==> config.mk <==
export PLATFORM = sky130hd
export DESIGN_NAME = display_source_mux
export DESIGN_NICKNAME = d
export VERILOG_FILES = /design/src/rtl/display_source_mux.sv
export SDC_FILE = /design/constraint.sdc
export NUM_CORES = 1
export LEC_CHECK = 0
export BUFFER_PORTS_ARGS = -buffer_cell sky130_fd_sc_hd__buf_4
export CAP_MARGIN = 20
export CORE_UTILIZATION = 32
export CTS_CLUSTER_SIZE = 10
export DETAILED_ROUTE_END_ITERATION = 16
export PLACE_DENSITY_LB_ADDON = 0.1
export SLEW_MARGIN = 20
export SYNTH_ARGS = -nofsm -noshare
export SYNTH_HDL_FRONTEND = slang
export SYNTH_SLANG_ARGS = --single-unit
==> constraint.sdc <==
create_clock -name clk -period 2.29 [get_ports clk]
set_clock_uncertainty 0.05 [all_clocks]
set_input_delay 0.458 -clock clk [delete_from_list [all_inputs] [get_ports clk]]
set_output_delay 0.458 -clock clk [all_outputs]
set_load 0.05 [all_outputs]
==> src/rtl/display_source_mux.sv <==
// Registered N-source seven-segment display multiplexer with blanking on mode
// change and a global PWM brightness gate.
module display_source_mux #(
    parameter int unsigned N            = 5,
    parameter int unsigned MODE_W       = 4,
    parameter int unsigned RESET_MODE   = 0,
    parameter int unsigned BLANK_CYCLES = 16,
    parameter int unsigned PWM_W        = 4
) (
    input  logic                clk,
    input  logic                rst,
    input  logic [MODE_W-1:0]   mode,
    input  logic [N*8-1:0]      seg_in,
    input  logic [N*8-1:0]      sel_in,
    input  logic [N-1:0]        dot_in,
    input  logic [PWM_W-1:0]    dim,
    output logic [7:0]          oout,
    output logic [7:0]          chs,
    output logic                dot,
    output logic                switching
);

    localparam int unsigned CNT_W = (BLANK_CYCLES > 1) ? $clog2(BLANK_CYCLES) : 1;
    localparam logic [CNT_W-1:0]  CNT_LOAD = CNT_W'(BLANK_CYCLES - 1);
    localparam logic [MODE_W-1:0] MODE_RST = MODE_W'(RESET_MODE);

    typedef enum logic {
        SHOW  = 1'b0,
        BLANK = 1'b1
    } state_t;

    state_t              state, state_nxt;
    logic [MODE_W-1:0]   active, active_nxt;
    logic [MODE_W-1:0]   pending, pending_nxt;
    logic [CNT_W-1:0]    blank_cnt, blank_cnt_nxt;
    logic [PWM_W-1:0]    pwm_cnt;
    logic                lit;
    logic [7:0]          seg_sel, chs_sel;
    logic                dot_sel;
    logic [7:0]          oout_nxt, chs_nxt;
    logic                dot_nxt, switching_nxt;

    // State, PWM counter and output registers
    always_ff @(posedge clk) begin
        if (rst) begin
            state     <= SHOW;
            active    <= MODE_RST;
            pending   <= MODE_RST;
            blank_cnt <= '0;
            pwm_cnt   <= '0;
            oout      <= '0;
            chs       <= '0;
            dot       <= 1'b0;
            switching <= 1'b0;
        end else begin
            state     <= state_nxt;
            active    <= active_nxt;
            pending   <= pending_nxt;
            blank_cnt <= blank_cnt_nxt;
            pwm_cnt   <= pwm_cnt + PWM_W'(1);
            oout      <= oout_nxt;
            chs       <= chs_nxt;
            dot       <= dot_nxt;
            switching <= switching_nxt;
        end
    end

    // Next-state and output selection
    always_comb begin
        state_nxt     = state;
        active_nxt    = active;
        pending_nxt   = pending;
        blank_cnt_nxt = blank_cnt;
        oout_nxt      = '0;
        chs_nxt       = '0;
        dot_nxt       = 1'b0;
        switching_nxt = (state == BLANK);
        seg_sel       = '0;
        chs_sel       = '0;
        dot_sel       = 1'b0;

        // Out-of-range active index matches no source and stays dark
        for (int unsigned k = 0; k < N; k++) begin
            if (active == MODE_W'(k)) begin
                seg_sel = seg_in[8*k +: 8];
                chs_sel = sel_in[8*k +: 8];
                dot_sel = dot_in[k];
            end
        end

        lit = (dim == '1) || (pwm_cnt < dim);

        case (state)
            SHOW: begin
                if (lit) begin
                    oout_nxt = seg_sel;
                    chs_nxt  = chs_sel;
                    dot_nxt  = dot_sel;
                end
                if (mode != active) begin
                    pending_nxt   = mode;
                    blank_cnt_nxt = CNT_LOAD;
                    state_nxt     = BLANK;
                end
            end
            BLANK: begin
                if (mode != pending) begin
                    pending_nxt   = mode;
                    blank_cnt_nxt = CNT_LOAD;
                end else if (blank_cnt == '0) begin
                    active_nxt = pending;
                    state_nxt  = SHOW;
                end else begin
                    blank_cnt_nxt = blank_cnt - CNT_W'(1);
                end
            end
            default: state_nxt = SHOW;
        endcase
    end

endmodule
Word-level counts from Yosys, hierarchy flattened:

Index checks and enable logic that the tools add are counted.

* reduce and logical (&&, ||, !) cells: 7
* bitwise logic cells: 3
* $lt $le $gt $ge: 1
* equality and inequality tests: 10
* $add $sub $neg: 2
* multiplexer cells: 26

Operators with widths (number)
* $mux 8: 10
* $mux 4: 5
* $pmux 4 s2: 2
* $eq 4x2->1 const B: 2
* $logic_not 4->1: 2
* $mux 1: 8
* $ne 4x4->1: 2
* $add 4x1->4 const B: 1
* $eq 4x1->1 const B: 1
* $eq 4x3->1 const B: 1
* $eq 4x4->1 const B: 1
* $lt 4x4->1: 1
* $reduce_and 2->1: 2
* $sub 4x1->4 const B: 1
* $ne 3x3->1 const B: 1
* $not 1->1: 3
* $reduce_and 3->1: 1
* $reduce_or 3->1: 1
* $ne 2x1->1 const B: 1
* $ne 2x2->1 const B: 1
* $pmux 1 s2: 1
* $logic_or 1x1->1: 1

* flip-flop bits (word level): 35
* word-level logic and storage cells: 58
* bits of input ports: 95
* output and inout port bits: 18

Depth between registers and ports, before layout:

* depth after elaboration: 6
* gate-level depth with buffers: 8
* mapped depth without buffers: 6

Worst setup path before layout:

No wires, ideal clock.

* path kind: in2reg
* start point: input dim[1]
* end point: register chs[1]
* required time: 2.175 ns
* stages on the path: 8
* setup time: 0.065 ns
* slack: 0.471 ns
* arrival time: 1.704 ns
* path buffers: 2
* cell sequence: inv_1 ha_1 a211oi_1 o21bai_1 a211o_1 buf_2 buf_2 nor2_1

* longest elaborated chain between the ends: 4
* elaborated cells on any way between the ends: 5
* those cells by class: order compare: 1; eq/ne: 1; bitwise: 1; reduce/logical: 2

Ends and longest elaborated chain
* start, declared: line 16 `input logic [PWM_W-1:0] dim,`
* $lt 4x4->1 or $eq 4x4->1 (tied branches): line 91 `lit = (dim == '1) || (pwm_cnt < dim);`
* $logic_or 1x1->1 (*): line 91
* $not 1->1 (no source line) (*)
* $reduce_or 3->1 (no source line) (*)
* end signal, assigned: line 62 `chs <= chs_nxt;`
* end, declared: line 18 `output logic [7:0] chs,`

Mark *: on every way between the ends. The rest lies on a longest branch, timed or not.
A chain may end at the register's enable or synchronous reset.

Worst setup path in the final report:

* start point: register pwm_cnt[1]
* end point: register oout[6]

* longest elaborated chain between the ends: 4

Ends and longest elaborated chain
* start, declared: line 36 `logic [PWM_W-1:0] pwm_cnt;`
* start signal, assigned: line 60 `pwm_cnt <= pwm_cnt + PWM_W'(1);`
* $lt 4x4->1: line 91
* $logic_or 1x1->1: line 91
* $not 1->1 (no source line)
* $reduce_or 3->1 (no source line)
* end signal, assigned: line 61 `oout <= oout_nxt;`
* end, declared: line 17 `output logic [7:0] oout,`

No other way between the ends.

==> metrics <==
maximum clock path buffer count 2; clk slew on worst S/H paths 0.07 ns; total of max-cap violations 0; Root Driver clkbuf_8; fill count 564; Syn. warnings 0; Synth cell types 38; Data arrival, critical path roughly 2 ns; vias around 1.8k; DR DRC count 0; Least-Margin Pin Slew 0.759 ns; syn nets 282; DRT antenna net count 0; clock buffer count from CTS 5; synthesized area 1920 sq um; worst rel slew slack 49.3%; Lkg Pwr 1.37 nW; achievable frequency 544 MHz; RD Place Congestion 0.744; Critical Path RT 2.45 ns; post-CTS sizing 0; CTS tree yes; clock tree sinks 35; Chip Width 79.5 um; wirelength, routed 5680 um; CP startpoint kind register; Port Buf Inserts 112; I/O Pins 113; internal power 1.03 mW; DP Wirelength 4460 um; Post-CTS Setup Bufs 0; Inst Count DP 357; EDFF count, synth 0; share of cells above drive strength 1 about half; Die H 79.5 um; post-placement cell area 2840 sq um; Sequential Power Share 46.4%; combinational power share 22.8%; core area 5640 sq um; Final Hold Vio Count 0; register area 701 sq um; Antenna diodes 0; Hold/Removal Path Class in -> reg; clock share of power 30.8%; First-pass DRT Iterations 4; Slew Viols, Final 0; drt wl/cell 15.6 um; Setup-failing EPs final 0; maximum fanout along the worst path 17; syn avg cell area approximately 11 sq um; Area Overhead vs Synth 52.3%; vias in the first global route about 1.8k; fin crit period 1.84 ns; initial antenna violation count 0; Vias per Instance 5.01; CTS HTree Levels 2; Main synth FF type dfxtp_1; FF+latch count, synth 35; async set or reset register ratio after synthesis 0%; Post-Layout Cell Count 365; Starting Density 34.1%; Total GRT Usage 17.6%; Seq/Total Area, Yosys 36.5%; Switching Power between 0.3 and 0.4 mW; Detailed Route Iter0 Violations 54; GR Overflow Total 0; status complete, no violations; Die ar. 6320 sq um; PwrDens 485 nW/um^2; nets ~390; setup slack, reg-to-reg 0.45 ns; RSZ-0062 raised after global routing false; critical path endpoint category register; setup TNS 0 ns; row cnt 27; Crit Path Category reg -> reg; IR drop worst, VDD 393 uV; Post-Synthesis Cells around 180; largest net degree at the start of global routing 22; Worst-Skew Late Latency 0.29 ns; first-pass GRT wire length about 8500 um; Finished Cell Area 2930 sq um; switching portion of total power between 20% and 30%; crit share post-route 80.2%; area of the multi-input gates ~1200 sq um; cts hold-fix bufs 0
worst paths after layout:
kind | to | from | cells after the start
max | oout[6] | pwm_cnt[1] | 5
max reg2reg | oout[6] | pwm_cnt[1] | 5
min reg2reg | pwm_cnt[0] | pwm_cnt[0] | 1
min | oout[3] | seg_in[35] | 3
metal layers:
metal,vias to the layer above,part of all wire [%],GRT usage [%]
li1,889,-,-
met1,865,38,19.1
met2,72,52,32.0
met3,4,9.5,6.63
met4,0,0.74,4.00
met5,-,0,0
cell families after synthesis:
family                     Yosys count  synth area share, %
AOI/OAI and AO/OA                   34                 14.4
xor gates and xnor gates             8                 3.65
and+or+nand+nor                     55                 14.6
buffers and inverters               17                 3.65
adders and majority gates            6                 3.91
DFF                                 35                 36.5
muxes                               26                 23.4
flip-flops by register name, summed over array words and instances (netlist names):
register / count
pwm_cnt: 4
chs: 8
pending: 4
blank_cnt: 4
switching: 1
oout: 8
active: 4
dot: 1
state: 1
stage by stage:
step           total power [mW]  util [%]  hold slack, ns  setup slack (ns)
2_1_floorplan             0.827         -           0.375             0.471
3_3_place_gp              0.993      50.3           0.401             0.261
3_5_place_dp               1.00      50.4           0.413             0.177
4_1_cts                    1.44      51.9           0.358             0.426
5_1_grt                    1.49      51.9           0.363             0.307
6_report                   1.42      51.9           0.364             0.453
layout by cell type, fill, tap and decap left out, types with 2 or more instances in the layout:
master / netlist / final
a211oi_1: 2 / 2
a21oi_1: 2 / 2
a22oi_1: 15 / 15
buf_4: 0 / 114
clkbuf_8: 0 / 5
dfxtp_1: 35 / 35
ha_1: 6 / 6
inv_1: 5 / 5
mux2i_1: 10 / 10
mux4_2: 15 / 15
nand2_1: 3 / 3
nand2b_1: 3 / 3
nand3_1: 2 / 2
nor2_1: 29 / 28
nor2b_1: 5 / 5
nor3_1: 5 / 5
nor3b_1: 2 / 2
nor4_2: 2 / 2
o21ai_0: 5 / 5
xnor2_1: 2 / 2
xor2_1: 6 / 6
power by group through the flow:
| stage | sequential, mW | combinational (mW) | clock, mW |
|---|---|---|---|
| 6_report | 0.659 | 0.323 | 0.438 |
| 5_1_grt | 0.662 | 0.347 | 0.478 |
| 4_1_cts | 0.659 | 0.327 | 0.454 |
| 3_5_place_dp | 0.673 | 0.326 | 0 |
| 3_3_place_gp | 0.673 | 0.320 | 0 |
| 2_1_floorplan | 0.726 | 0.101 | 0 |
cell usage after synthesis (2+ instances only):
| master | number | area share [%] |
|---|---|---|
| nor4_2 | 2 | 1.3 |
| nor3_1 | 5 | 1.3 |
| nor2_1 | 29 | 5.7 |
| nor3b_1 | 2 | 0.78 |
| inv_1 | 5 | 0.98 |
| o21ai_0 | 5 | 1.3 |
| nand3_1 | 2 | 0.52 |
| nand2b_1 | 3 | 0.98 |
| buf_2 | 5 | 1.3 |
| dfxtp_1 | 35 | 36 |
| nor2b_1 | 5 | 1.6 |
| xor2_1 | 6 | 2.7 |
| xnor2_1 | 2 | 0.91 |
| a21oi_1 | 2 | 0.52 |
| a22oi_1 | 15 | 5.9 |
| nand2_1 | 3 | 0.59 |
| mux4_2 | 15 | 18 |
| mux2i_1 | 10 | 5.2 |
| clkbuf_1 | 5 | 0.98 |
| ha_1 | 6 | 3.9 |
| a211oi_1 | 2 | 0.78 |
final cells by class:
class | count | share of cell area, %
multi-input cells | 129 | 39.4
repair buffers | 115 | 29.9
flip-flops and latches | 35 | 23.9
well taps | 72 | 3.08
clock buffers | 6 | 2.48
inverters | 6 | 0.769
clock inverters | 2 | 0.427
critical path, stage by stage, from the launching register on:
cell and delay, ns:
dfxtp_1 0.38, ha_1 0.25, a211oi_1 0.22, o21bai_1 0.10, a211o_1 0.52, nor3_1 0.25
Note: power is estimated with default switching activity, not from simulation.
